File: config.mk
export PLATFORM = sky130hd
export DESIGN_NAME = piso_serializer
export DESIGN_NICKNAME = d
export VERILOG_FILES = /design/src/rtl/piso_serializer.sv
export SDC_FILE = /design/constraint.sdc
export NUM_CORES = 1
export LEC_CHECK = 0
export ABC_AREA = 1
export BUFFER_PORTS_ARGS = -buffer_cell sky130_fd_sc_hd__clkbuf_2
export CAP_MARGIN = 20
export CELL_PAD_IN_SITES_DETAIL_PLACEMENT = 1
export CELL_PAD_IN_SITES_GLOBAL_PLACEMENT = 1
export CORE_MARGIN = 3
export CORE_UTILIZATION = 35
export CTS_CLUSTER_DIAMETER = 120
export DETAILED_ROUTE_END_ITERATION = 12
export PLACE_DENSITY_LB_ADDON = 0.2
export SYNTH_ARGS = -nofsm -noshare
export SYNTH_HDL_FRONTEND = slang
export SYNTH_SLANG_ARGS = --single-unit
export TNS_END_PERCENT = 5
File: constraint.sdc
create_clock -name clk -period 1.9 [get_ports clk]
set_input_delay 0.475 -clock clk [delete_from_list [all_inputs] [get_ports clk]]
set_output_delay 0.475 -clock clk [all_outputs]
set_load 0.005 [all_outputs]
File: src/rtl/piso_serializer.sv
// Parallel-in serial-out shifter with valid/ready handshakes on both sides.
// A word offered on the last-bit cycle loads directly, so consecutive words stream gaplessly.
module piso_serializer #(
  parameter int N     = 4,
  parameter int CNT_W = $clog2(N)
) (
  input  logic         clk,
  input  logic         reset,
  input  logic         load_valid,
  output logic         load_ready,
  input  logic [N-1:0] parallel_in,
  input  logic         msb_first,
  output logic         serial_out,
  output logic         serial_valid,
  input  logic         serial_ready,
  output logic         busy,
  output logic         done
);

  typedef enum logic {IDLE, SHIFT} state_t;

  state_t           state;
  logic [N-1:0]     shreg;
  logic [CNT_W-1:0] cnt;
  logic             order;

  logic last_bit;
  logic consume;
  logic accept;

  assign last_bit     = (cnt == CNT_W'(N - 1));
  assign busy         = (state == SHIFT);
  assign serial_valid = busy;
  assign consume      = serial_valid && serial_ready;
  assign load_ready   = (state == IDLE) || (last_bit && serial_ready);
  assign accept       = load_valid && load_ready;
  assign serial_out   = busy && (order ? shreg[N-1] : shreg[0]);

  always_ff @(posedge clk or negedge reset) begin
    if (!reset) begin
      state <= IDLE;
      shreg <= '0;
      cnt   <= '0;
      order <= 1'b1;
      done  <= 1'b0;
    end else begin
      done <= consume && last_bit;
      if (accept) begin
        shreg <= parallel_in;
        order <= msb_first;
        cnt   <= '0;
        state <= SHIFT;
      end else if (consume) begin
        if (last_bit) begin
          state <= IDLE;
        end else begin
          // Shift toward whichever end feeds serial_out, zero-filling behind.
          shreg <= order ? {shreg[N-2:0], 1'b0} : {1'b0, shreg[N-1:1]};
          cnt   <= cnt + CNT_W'(1);
        end
      end
    end
  end

endmodule

# Yosys cells after proc, flatten, opt, wreduce, memory -nomap -nowiden
# Index checks and enable logic that the tools add are counted.
dict set report totals {
  register_bits 9
  inputBits 9
  output_inout_bits 5
}
dict set report op_classes {
  n_addsub 1
  eq_ne 2
  mux 11
  n_bitwise 1
  reduce_logical 10
}
# op n
set ops {}
lappend ops {{$mux 4} 4}
lappend ops {{$mux 2} 3}
lappend ops {{$logic_and 1x1->1} 5}
lappend ops {{$mux 1} 4}
lappend ops {{$reduce_and 2->1} 2}
lappend ops {{$reduce_bool 2->1} 2}
lappend ops {{$add 2x1->2 const B} 1}
lappend ops {{$eq 2x2->1 const B} 1}
lappend ops {{$ne 2x1->1 const B} 1}
lappend ops {{$logic_or 1x1->1} 1}
lappend ops {{$not 1->1} 1}

# Logic depth before layout (Yosys ltp)
# Gate-level depths: netlist of the first run.
dict set report depth {
  depth_word 6
  ltp_mapped 7
  ltp_nobuf 7
}

# Worst setup path after synthesis of the first run
# No wires, ideal clock.
dict set report synth_timing {
  kind {register -> output}
  from {register order}
  to {output port serial_out}
  arrival_ns 0.795
  setup_slack_ns 0.630
  path_stages_with_launch 4
  path_cell_list {dfstp_2 clkinv_1 nor2_1 nor2_1}
}
dict set report synth_between {
  elab_chain_cells 2
}
# item line_no
set synth_rtl {}
lappend synth_rtl {{start, declared} 25} ;# logic order;
lappend synth_rtl {{start signal, assigned} 50} ;# order <= msb_first;
lappend synth_rtl {{$mux 1} 37} ;# assign serial_out = busy && (order ? shreg[N-1] : shreg[0]);
lappend synth_rtl {{$logic_and 1x1->1} 37}
lappend synth_rtl {{end, declared} 13} ;# output logic serial_out,
# No other way between the ends.

# Worst setup path after layout of the first run
# Same ends and word-level chain as after synthesis.

==> results of run 1 <==
==> logic make-up (layout without fill, tap and decap cells) <==
family / Yosys count / count (layout) / synth area share, %
flip-flops: 9 / 9 / 45.8
buffers and inverters: 11 / 27 / 9.11
adder cells (fa/ha/maj): 1 / 1 / 2.53
AND/OR/NAND/NOR: 41 / 41 / 36.2
AO/OA/AOI/OAI: 4 / 4 / 6.33
==> sequential cells by signal (all words and copies together) (netlist names) <==
signal,cells
shreg,4
cnt,2
done,1
order,1
busy,1
==> layout make-up <==
cell class                 instances  area [um^2]  area share, %
timing repair buffer              13         65.1           10.9
tap                               14         17.5           2.94
multi-input combinational         46          223           37.4
inverter                          10         37.5           6.30
sequential                         9          226           38.0
clock buffer                       4         26.3           4.41
==> cell usage in the layout, fill, tap and decap left out, types with 2 or more instances in the layout <==
master and count:
sky130_fd_sc_hd__clkbuf_2 13, sky130_fd_sc_hd__clkbuf_4 3, sky130_fd_sc_hd__dfrtp_1 8, sky130_fd_sc_hd__inv_1 6, sky130_fd_sc_hd__inv_2 3, sky130_fd_sc_hd__nand2_1 21, sky130_fd_sc_hd__nand2_2 2, sky130_fd_sc_hd__nand3_1 12
sky130_fd_sc_hd__nor2_1 4, sky130_fd_sc_hd__nor2_2 2
==> power groups by stage <==
| stage | Combinational (W) | Clock, W | Sequential, W |
|---|---|---|---|
| final | 0.000342 | 0.000160 | 0.000340 |
| after floorplan | 0.000247 | 0 | 0.000322 |
| after global routing | 0.000394 | 0.000174 | 0.000354 |
| after detailed placement | 0.000348 | 0 | 0.000342 |
| after CTS | 0.000349 | 0.000162 | 0.000339 |
| after global placement | 0.000327 | 0 | 0.000339 |
==> per-layer routing <==
metal | part of all wire (%) | global-route usage (%) | vias up | routed length (um)
met1 | 47 | 19.2 | 225 | 595
li1 | - | - | 237 | -
met5 | 0 | 0 | - | 0
met3 | 3.9 | 4.98 | 3 | 49
met2 | 48 | 25.0 | 11 | 600
met4 | 1.0 | 5.42 | 0 | 13
==> critical path: cells and delay by family, from the launching register on <==
kind	cells	cell delay (ns)
AND/OR/NAND/NOR	2	0.19
buffers and inverters	2	0.25
flip-flops	1	0.58
==> stage by stage <==
step | instance area [um^2] | util (%) | power [W] | setup slack (ns)
2_1_floorplan | 494 | - | 0.000569 | 0.630
3_3_place_gp | 569 | 46.8 | 0.000666 | 0.454
3_5_place_dp | 569 | 46.8 | 0.000690 | 0.417
4_1_cts | 596 | 49.0 | 0.000851 | 0.117
5_1_grt | 596 | 49.0 | 0.000923 | 0.0300
6_report | 596 | 49.0 | 0.000842 | 0.129
==> how the worst max path moves through the flow <==
stage | start | end | slack (ns)
after floorplan | order | serial_out | 0.63
after global placement | order | serial_out | 0.45
after detailed placement | order | serial_out | 0.42
after CTS | order | serial_out | 0.12
after global routing | order | serial_out | 0.03
final | order | serial_out | 0.13
==> reports/metrics.csv, run 1 <==
metric;value;unit
share of the synthesized area in the top cell type;40.5;%
power per cell area;1410;mW/mm^2
Horiz. Die Dim;43.6;um
Final Wtd Congestion;0.762;
Post-CTS Resized;0;
startpoint types;flop;
Final min period;1.77;ns
DP HPWL;1.05;mm
number of remaining DRC errors;0;
CTS tree;done;
core area;0.00122;mm^2
static leakage;0.344;nW
worst slew margin relative to its limit;84.5;%
Num CTS Buffers;3;
most frequent cell after synthesis;sky130_fd_sc_hd__nand2_1;
number of buffer cells added on primary ports;13;
detailed-route via count;476;
Mapped Area;494;um^2
fin nets;93;
reg2reg path depth;7;
filler instances;181;
CP max-delay cell;sky130_fd_sc_hd__dfstp_2;
count of H-tree levels built during CTS;1;
Initial Utilization;40.6;%
number of buffers on the longest clock path;2;
total grt overflow;0;
number of nets in the synthesized netlist;76;
outcome;finished, final reports clean;
worst hold-check slack;0.0456;ns
endpoints failing hold;0;
FF-to-FF Start;cnt[0];
total detailed-routing wirelength;1.26;mm
kind of critical path;flop to output pin;
number of placement rows;12;
setup bufs post-CTS;0;
max-cap viol count;0;
required time at the worst-slack endpoint;1.42;ns
capturing point of the worst reg2reg path;shreg[0];
top_reg_cell synth;sky130_fd_sc_hd__dfrtp_1;
Synth Warn #;0;
total internal power;0.000491;W
DR iter-0 viols;7;
global-route wire length before repair;2.13;mm
initial antenna violation count;0;
clock insertion delay at the later pin of the skew report;0.27;ns
dominant cell type by area after synthesis;sky130_fd_sc_hd__dfrtp_1;
Placed Cells incl. Taps;92;
reg-to-reg setup timing slack;0.57;ns
FF+latch count, synth;9;
setup total negative slack;0;ns
post-route clock skew;0.00500;ns
worst hold path type;primary input to asynchronous set/reset pin;
sw frac;41.7;%
fraction of final layout cells sized beyond drive strength 1;30.5;%
sequential share of power;40.4;%
number of distinct standard cells referenced by the synthesized netlist;16;
Worst Path Max Fanout;5;
RSZ-0062 raised after global routing;false;
vias in the first global route;481;
vias per cell;4.96;
clock transition time at the flip-flop clock pins of the worst setup and hold paths;0.07;ns
number of instances in the synthesized netlist;66;
maximum number of pins on one net before global-route repair;10;
residual antenna-violating net count after detailed routing;0;
number of detailed-route iterations in the first pass;2;
Net Sw Power;0.000351;W
GRT Util Overall;15.5;%
post-cts hold buffer count;0;
sequential-to-total area share from yosys stat;45.8;%
Peak supply drop;0.603;mV
proportion of register bits with asynchronous set or reset after synthesis;100;%
count of clock tree sinks;9;
Critical Path, Cell by Cell;clkinv_1 -> nor2_1 -> nor2_1 -> clkbuf_2;
combinational group share of total power;40.6;%
Most common cell on crit path;sky130_fd_sc_hd__nor2_1;
Critical Path Sink Type;output pin;
Synth-to-Final Area Change;20.5;%
transition time at the pin with the least slew margin;0.232;ns
buffer type at the clock tree root;sky130_fd_sc_hd__clkbuf_4;
largest cells by area after synthesis;sky130_fd_sc_hd__dfrtp_1 (41%), sky130_fd_sc_hd__nand2_1 (16%), sky130_fd_sc_hd__nand3_1 (12%), sky130_fd_sc_hd__dfstp_2 (5.3%), sky130_fd_sc_hd__inv_1 (4.6%);
Die Outline Area;0.00190;mm^2
cell types with the highest counts after synthesis;sky130_fd_sc_hd__nand2_1 (21), sky130_fd_sc_hd__nand3_1 (12), sky130_fd_sc_hd__dfrtp_1 (8);
average instance area after synthesis;7.49;um^2
number of enable flip-flop cells after synthesis;0;
clock network fraction of total power;19.0;%
number of cells in the finished layout apart from fillers;96;
max frequency;0.565;GHz
final worst path period share;93.2;%
Critical Path Max Stage Delay;0.58;ns
Ports;14;
vertical extent of the die;43.6;um
antenna fix cells;0;
number of pins exceeding their max-slew limit in the final report;0;
count of final setup violators;0;
arrival time at the worst endpoint;1.30;ns
wire length per cell after detailed routing;13.1;um
No activity file was read; power rests on OpenSTA's default activity.
==> run 2: changes to the inputs <==
Settings changed: ABC_AREA 1 to unset.
==> run 2 against run 1 <==
Sequential share of layout area down 0.32 points. Global-route usage down 2.3 points. Design area up 0.84%. Worst hold slack better by 0.018 ns. Combinational power up 21%. Wire length down 16%. Non-clock buffer count unchanged. Sequential power up 8.8%. Via count down 17%. Clock power down 10%. Flip-flop and latch count unchanged.
==> reports/metrics.csv, run 2 <==
metric;value;unit;change
outcome;finished, final reports clean;;unchanged
Synth-to-Final Area Change;20.3;%;was 20.5%
transition time at the pin with the least slew margin;0.320;ns;was 0.232 ns
endpoints failing hold;0;;unchanged
Die Outline Area;0.00192;mm^2;was 0.00190 mm^2
power per cell area;1540;mW/mm^2;was 1410 mW/mm^2
startpoint types;flop;;unchanged
combinational group share of total power;44.6;%;was 40.6%
detailed-route via count;395;;was 476
Critical Path, Cell by Cell;ha_1 -> a21bo_4 -> clkbuf_2;;was clkinv_1 -> nor2_1 -> nor2_1 -> clkbuf_2
register ranked first by flip-flop count;shreg;;unchanged
buffer type at the clock tree root;sky130_fd_sc_hd__clkbuf_4;;unchanged
Peak supply drop;0.629;mV;was 0.603 mV
FF-to-FF Start;cnt[0];;unchanged
initial antenna violation count;0;;unchanged
most frequent cell after synthesis;sky130_fd_sc_hd__dfrtp_1;;was sky130_fd_sc_hd__nand2_1
clock insertion delay at the later pin of the skew report;0.26;ns;was 0.27 ns
setup total negative slack;0;ns;unchanged
count of final setup violators;0;;unchanged
number of detailed-route iterations in the first pass;1;;was 2
residual antenna-violating net count after detailed routing;0;;unchanged
Largest register FFs;4;;unchanged
sequential-to-total area share from yosys stat;45.4;%;was 45.8%
maximum number of pins on one net before global-route repair;10;;unchanged
largest cells by area after synthesis;sky130_fd_sc_hd__dfrtp_1 (40%), sky130_fd_sc_hd__dfstp_2 (5.3%), sky130_fd_sc_hd__mux2_2 (4.5%), sky130_fd_sc_hd__mux2i_1 (4.0%), sky130_fd_sc_hd__o22ai_1 (3.8%);;was sky130_fd_sc_hd__dfrtp_1 (41%), sky130_fd_sc_hd__nand2_1 (16%), sky130_fd_sc_hd__nand3_1 (12%), sky130_fd_sc_hd__dfstp_2 (5.3%), sky130_fd_sc_hd__inv_1 (4.6%)
total detailed-routing wirelength;1.06;mm;was 1.26 mm
arrival time at the worst endpoint;1.31;ns;was 1.30 ns
post-layout util;49.4;%;was 49.0%
RSZ-0062 raised after global routing;false;;unchanged
final worst path period share;94.1;%;was 93.2%
Synth Warn #;0;;unchanged
dominant cell type by area after synthesis;sky130_fd_sc_hd__dfrtp_1;;unchanged
number of buffer cells added on primary ports;13;;unchanged
Buf+Inv Stages, Crit Path;1;;was 2
average instance area after synthesis;10.9;um^2;was 7.49 um^2
Net Sw Power;0.000335;W;was 0.000351 W
total internal power;0.000593;W;was 0.000491 W
reg-to-reg setup timing slack;0.49;ns;was 0.57 ns
static leakage;0.312;nW;was 0.344 nW
core area;0.00122;mm^2;unchanged
clock transition time at the flip-flop clock pins of the worst setup and hold paths;0.06;ns;was 0.07 ns
count of H-tree levels built during CTS;1;;unchanged
top_reg_cell synth;sky130_fd_sc_hd__dfrtp_1;;unchanged
sw frac;36.1;%;was 41.7%
required time at the worst-slack endpoint;1.42;ns;about the same
highest-count cells in the layout ignoring fill and taps;sky130_fd_sc_hd__clkbuf_2 (13), sky130_fd_sc_hd__dfrtp_1 (8), sky130_fd_sc_hd__inv_1 (3), sky130_fd_sc_hd__o22ai_1 (3), sky130_fd_sc_hd__clkbuf_4 (3);;was sky130_fd_sc_hd__nand2_1 (21), sky130_fd_sc_hd__clkbuf_2 (13), sky130_fd_sc_hd__nand3_1 (12)
proportion of register bits with asynchronous set or reset after synthesis;100;%;unchanged
total grt overflow;0;;unchanged
DP HPWL;841;um;was 1.05 mm
DR iter-0 viols;0;;was 7
vertical extent of the die;43.8;um;was 43.6 um
share of the synthesized area in the top cell type;40.1;%;was 40.5%
post-cts hold buffer count;0;;unchanged
Num CTS Buffers;3;;unchanged
Critical Path Sink Type;output pin;;unchanged
reg2reg path depth;4;;was 7
number of nets in the synthesized netlist;56;;was 76
most frequent standard cell in the layout excluding fill and tap cells;sky130_fd_sc_hd__clkbuf_2;;was sky130_fd_sc_hd__nand2_1
Horiz. Die Dim;43.8;um;was 43.6 um
Worst Path Max Fanout;5;;unchanged
fraction of final layout cells sized beyond drive strength 1;38.7;%;was 30.5%
CTS tree;done;;unchanged
number of pins exceeding their max-slew limit in the final report;0;;unchanged
number of buffers on the longest clock path;2;;unchanged
vias in the first global route;384;;was 481
kind of critical path;flop to output pin;;unchanged
fin nets;73;;was 93
number of enable flip-flop cells after synthesis;0;;unchanged
Mapped Area;499;um^2;was 494 um^2
FF+latch count, synth;9;;unchanged
cell class contributing the biggest share of worst-path delay;flip-flops;;unchanged
Largest regs;shreg (4), cnt (2);;unchanged
Critical Path Max Stage Delay;0.41;ns;was 0.58 ns
sequential share of power;39.8;%;was 40.4%
GRT Util Overall;13.2;%;was 15.5%
cell types with the highest counts after synthesis;sky130_fd_sc_hd__dfrtp_1 (8), sky130_fd_sc_hd__inv_1 (3), sky130_fd_sc_hd__o22ai_1 (3);;was sky130_fd_sc_hd__nand2_1 (21), sky130_fd_sc_hd__nand3_1 (12), sky130_fd_sc_hd__dfrtp_1 (8)
filler instances;151;;was 181
max frequency;0.559;GHz;was 0.565 GHz
global-route wire length before repair;1.77;mm;was 2.13 mm
number of distinct standard cells referenced by the synthesized netlist;25;;was 16
clock network fraction of total power;15.6;%;was 19.0%
count of clock tree sinks;9;;unchanged
post-route clock skew;0.00328;ns;was 0.00500 ns
capturing point of the worst reg2reg path;order;;was shreg[0]
Post-CTS Resized;0;;unchanged
vias per cell;5.20;;was 4.96
Ports;14;;unchanged
wire length per cell after detailed routing;13.9;um;was 13.1 um
number of remaining DRC errors;0;;unchanged
number of placement rows;12;;unchanged
worst slew margin relative to its limit;78.7;%;was 84.5%
Final Wtd Congestion;0.779;;was 0.762
CP max-delay cell;sky130_fd_sc_hd__dfrtp_1;;was sky130_fd_sc_hd__dfstp_2
antenna fix cells;0;;unchanged
worst hold path type;primary input to asynchronous set/reset pin;;unchanged
number of instances in the synthesized netlist;46;;was 66
max-cap viol count;0;;unchanged
Final min period;1.79;ns;was 1.77 ns
setup bufs post-CTS;0;;unchanged
Initial Utilization;41.0;%;was 40.6%
-- run 2: final cells by class --
| class | instances | area (um^2) | area share, % |
|---|---|---|---|
| Timing Repair Buffer | 13 | 65.1 | 10.8 |
| Tap cell | 14 | 17.5 | 2.92 |
| Sequential cell | 9 | 226 | 37.7 |
| Clock buffer | 4 | 26.3 | 4.38 |
| Multi-Input combinational cell | 33 | 254 | 42.3 |
| Inverter | 3 | 11.3 | 1.88 |
-- run 2: metal layers --
| metal | wire length (um) | vias to the layer above | global-route usage (%) | part of all wire [%] |
|---|---|---|---|---|
| met5 | 0 | - | 0 | 0 |
| met4 | 0 | 0 | 5.42 | 0 |
| met3 | 84 | 0 | 7.47 | 8.0 |
| met2 | 453 | 14 | 17.4 | 43 |
| met1 | 517 | 184 | 17.4 | 49 |
| li1 | - | 197 | - | - |
-- run 2: how the worst max path moves through the flow --
stage / depth (start not counted) / to / slack (ns) / startpoint
after CTS: 3 / load_ready / 0.11 / cnt[0]
after detailed placement: 3 / load_ready / 0.39 / cnt[0]
final: 3 / load_ready / 0.11 / cnt[0]
after global placement: 3 / load_ready / 0.42 / cnt[0]
after floorplan: 2 / load_ready / 0.55 / cnt[0]
after global routing: 3 / load_ready / 0.04 / cnt[0]
-- run 2: stage by stage --
stage	setup slack [ns]	std cells	instance area (um^2)	hold slack [ns]	total power (W)
2_1_floorplan	0.552	46	499	0.179	0.000666
3_3_place_gp	0.423	72	574	0.346	0.000773
3_5_place_dp	0.391	72	574	0.344	0.000788
4_1_cts	0.107	76	601	0.0598	0.000939
5_1_grt	0.0380	76	601	0.0497	0.00101
6_report	0.112	76	601	0.0632	0.000928
-- run 2: power by group through the flow --
stage,clock network (W),registers (W),logic (W)
after floorplan,0,0.000349,0.000318
after global placement,0,0.000368,0.000405
after detailed placement,0,0.000372,0.000416
after CTS,0.000152,0.000370,0.000417
after global routing,0.000165,0.000383,0.000465
final,0.000144,0.000370,0.000414
-- run 2: cells by family (layout without fill, tap and decap cells) --
family / after synthesis / in the layout / synth area share, %
buffers and inverters: 4 / 20 / 3.76
and+or+nand+nor: 14 / 14 / 17.3
adders and majority gates: 1 / 1 / 2.51
muxes: 5 / 5 / 11.5
AOI/OAI and AO/OA: 13 / 13 / 19.6
DFF: 9 / 9 / 45.4
==> run 3: changes to the inputs <==
Settings changed: CORE_AREA set to 3 3 40 42, CORE_MARGIN 3 to unset, CORE_UTILIZATION 35 to unset, DIE_AREA set to 0 0 43 45.
==> run 3 against run 2 <==
Combinational power down 1%. Setup slack about the same. Clock power about the same. Final cell count up 1.3%. Maximum frequency about the same. Register-to-register slack about the same. Die area up 1.0%. Total power up 0.15%. Count of clock-buffer cells in the layout unchanged. First-iteration DRC count up 5.
==> reports/metrics.csv, run 3 (synthesized netlist as in run 2, its figures left out) <==
metric;value;unit;change
Critical Path Max Stage Delay;0.41;ns;about the same
filler instances;157;;was 151
Peak supply drop;0.516;mV;was 0.629 mV
post-route clock skew;0.0146;ns;was 0.00328 ns
DP HPWL;880;um;was 841 um
Ports;14;;unchanged
Synth-to-Final Area Change;20.6;%;was 20.3%
number of buffers on the longest clock path;2;;unchanged
Final Wtd Congestion;0.693;;was 0.779
worst slew margin relative to its limit;77.9;%;was 78.7%
Critical Path, Cell by Cell;ha_1 -> a21bo_4 -> clkbuf_2;;unchanged
GRT Util Overall;13.0;%;was 13.2%
kind of critical path;flop to output pin;;unchanged
clock insertion delay at the later pin of the skew report;0.26;ns;about the same
cell class contributing the biggest share of worst-path delay;flip-flops;;unchanged
wire length per cell after detailed routing;13.9;um;about the same
Initial Utilization;38.9;%;was 41.0%
initial antenna violation count;0;;unchanged
number of detailed-route iterations in the first pass;4;;was 1
met1 WL;467;um;was 517 um
buffer type at the clock tree root;sky130_fd_sc_hd__clkbuf_4;;unchanged
dpl cell area;576;um^2;was 574 um^2
detailed-route via count;398;;was 395
Final Cell Area;602;um^2;was 601 um^2
routed wire length on met3;57;um;was 84 um
global-route wire length before repair;1.88;mm;was 1.77 mm
most frequent standard cell in the layout excluding fill and tap cells;sky130_fd_sc_hd__clkbuf_2;;unchanged
post-cts hold buffer count;0;;unchanged
maximum number of pins on one net before global-route repair;10;;unchanged
Largest register FFs;4;;unchanged
Final min period;1.79;ns;about the same
max-cap viol count;0;;unchanged
Horiz. Die Dim;43;um;was 43.8 um
fraction of final layout cells sized beyond drive strength 1;38.7;%;unchanged
Post-CTS Resized;0;;unchanged
clock transition time at the flip-flop clock pins of the worst setup and hold paths;0.07;ns;was 0.06 ns
CTS tree;done;;unchanged
Largest regs;shreg (4), cnt (2);;unchanged
antenna fix cells;0;;unchanged
vias per cell;5.17;;was 5.20
worst slack, placed;0.395;ns;was 0.391 ns
worst hold path type;primary input to asynchronous set/reset pin;;unchanged
Worst Path Max Fanout;5;;unchanged
reg-to-reg setup timing slack;0.49;ns;about the same
number of remaining DRC errors;0;;unchanged
Num CTS Buffers;3;;unchanged
Die Outline Area;0.00194;mm^2;was 0.00192 mm^2
Buf+Inv Stages, Crit Path;1;;unchanged
core area;0.00128;mm^2;was 0.00122 mm^2
met2 wire length;549;um;was 453 um
highest layer used for signal routing;met3;;unchanged
required time at the worst-slack endpoint;1.42;ns;about the same
DR iter-0 viols;5;;was 0
RSZ-0062 raised after global routing;false;;unchanged
endpoints failing hold;0;;unchanged
highest-count cells in the layout ignoring fill and taps;sky130_fd_sc_hd__clkbuf_2 (13), sky130_fd_sc_hd__dfrtp_1 (8), sky130_fd_sc_hd__inv_1 (3), sky130_fd_sc_hd__o22ai_1 (3), sky130_fd_sc_hd__clkbuf_4 (3);;unchanged
residual antenna-violating net count after detailed routing;0;;unchanged
number of pins exceeding their max-slew limit in the final report;0;;unchanged
final worst path period share;94.1;%;about the same
total grt overflow;0;;unchanged
fin nets;73;;unchanged
Critical Path Sink Type;output pin;;unchanged
count of H-tree levels built during CTS;1;;unchanged
number of buffer cells added on primary ports;13;;unchanged
setup bufs post-CTS;0;;unchanged
arrival time at the worst endpoint;1.31;ns;about the same
register ranked first by flip-flop count;shreg;;unchanged
vertical extent of the die;45;um;was 43.8 um
transition time at the pin with the least slew margin;0.331;ns;was 0.320 ns
setup total negative slack;0;ns;unchanged
count of final setup violators;0;;unchanged
power per cell area;1540;mW/mm^2;about the same
total detailed-routing wirelength;1.07;mm;was 1.06 mm
outcome;finished, final reports clean;;unchanged
vias in the first global route;404;;was 384
Total Power Consumption;0.000929;W;was 0.000928 W
static leakage;0.312;nW;unchanged
PnR worst setup slack;0.112;ns;about the same
startpoint types;flop;;unchanged
max frequency;0.559;GHz;about the same
number of placement rows;13;;was 12
CP max-delay cell;sky130_fd_sc_hd__dfrtp_1;;unchanged
count of clock tree sinks;9;;unchanged
==> run 3: cell counts in the layout (fill, tap and decap cells not counted) <==
No cell type changed its count.
==> run 3: cell type report <==
cell class / instances / area (um^2) / area share, %
clock buffer: 4 / 26.3 / 4.37
inverter: 3 / 11.3 / 1.87
multi-input combinational: 33 / 254 / 42.2
sequential: 9 / 226 / 37.6
tap: 15 / 18.8 / 3.12
timing repair buffer: 13 / 65.1 / 10.8
==> run 3: path summary, 6_finish.rpt <==
kind                       cells past startpoint    endpoint       from
min in group clk                               2       order  msb_first
hold reg to reg                                2    shreg[2]   shreg[2]
hold / removal                                 1    shreg[0]      reset
max in group asynchronous                      1       order      reset
setup reg to reg                               4       order     cnt[0]
setup / recovery                               3  load_ready     cnt[0]
==> run 3: stage by stage <==
step | std cells | hold slack [ns] | util [%]
6_report | 77 | 0.0603 | 46.8
3_5_place_dp | 73 | 0.349 | 44.8
5_1_grt | 77 | 0.0714 | 46.8
4_1_cts | 77 | 0.0681 | 46.8
3_3_place_gp | 73 | 0.350 | 44.8
2_1_floorplan | 46 | 0.179 | -
==> run 3: power breakdown <==
group          switching [W]  internal, W
combinational       0.000183     0.000226
clock              0.0000666    0.0000807
sequential         0.0000874     0.000285
total               0.000337     0.000592
==> run 3: routing by layer <==
layer,up-vias,track usage (%)
met3,0,2.79
met1,191,16.5
met4,0,5.42
li1,199,-
met5,-,0
met2,8,21.6
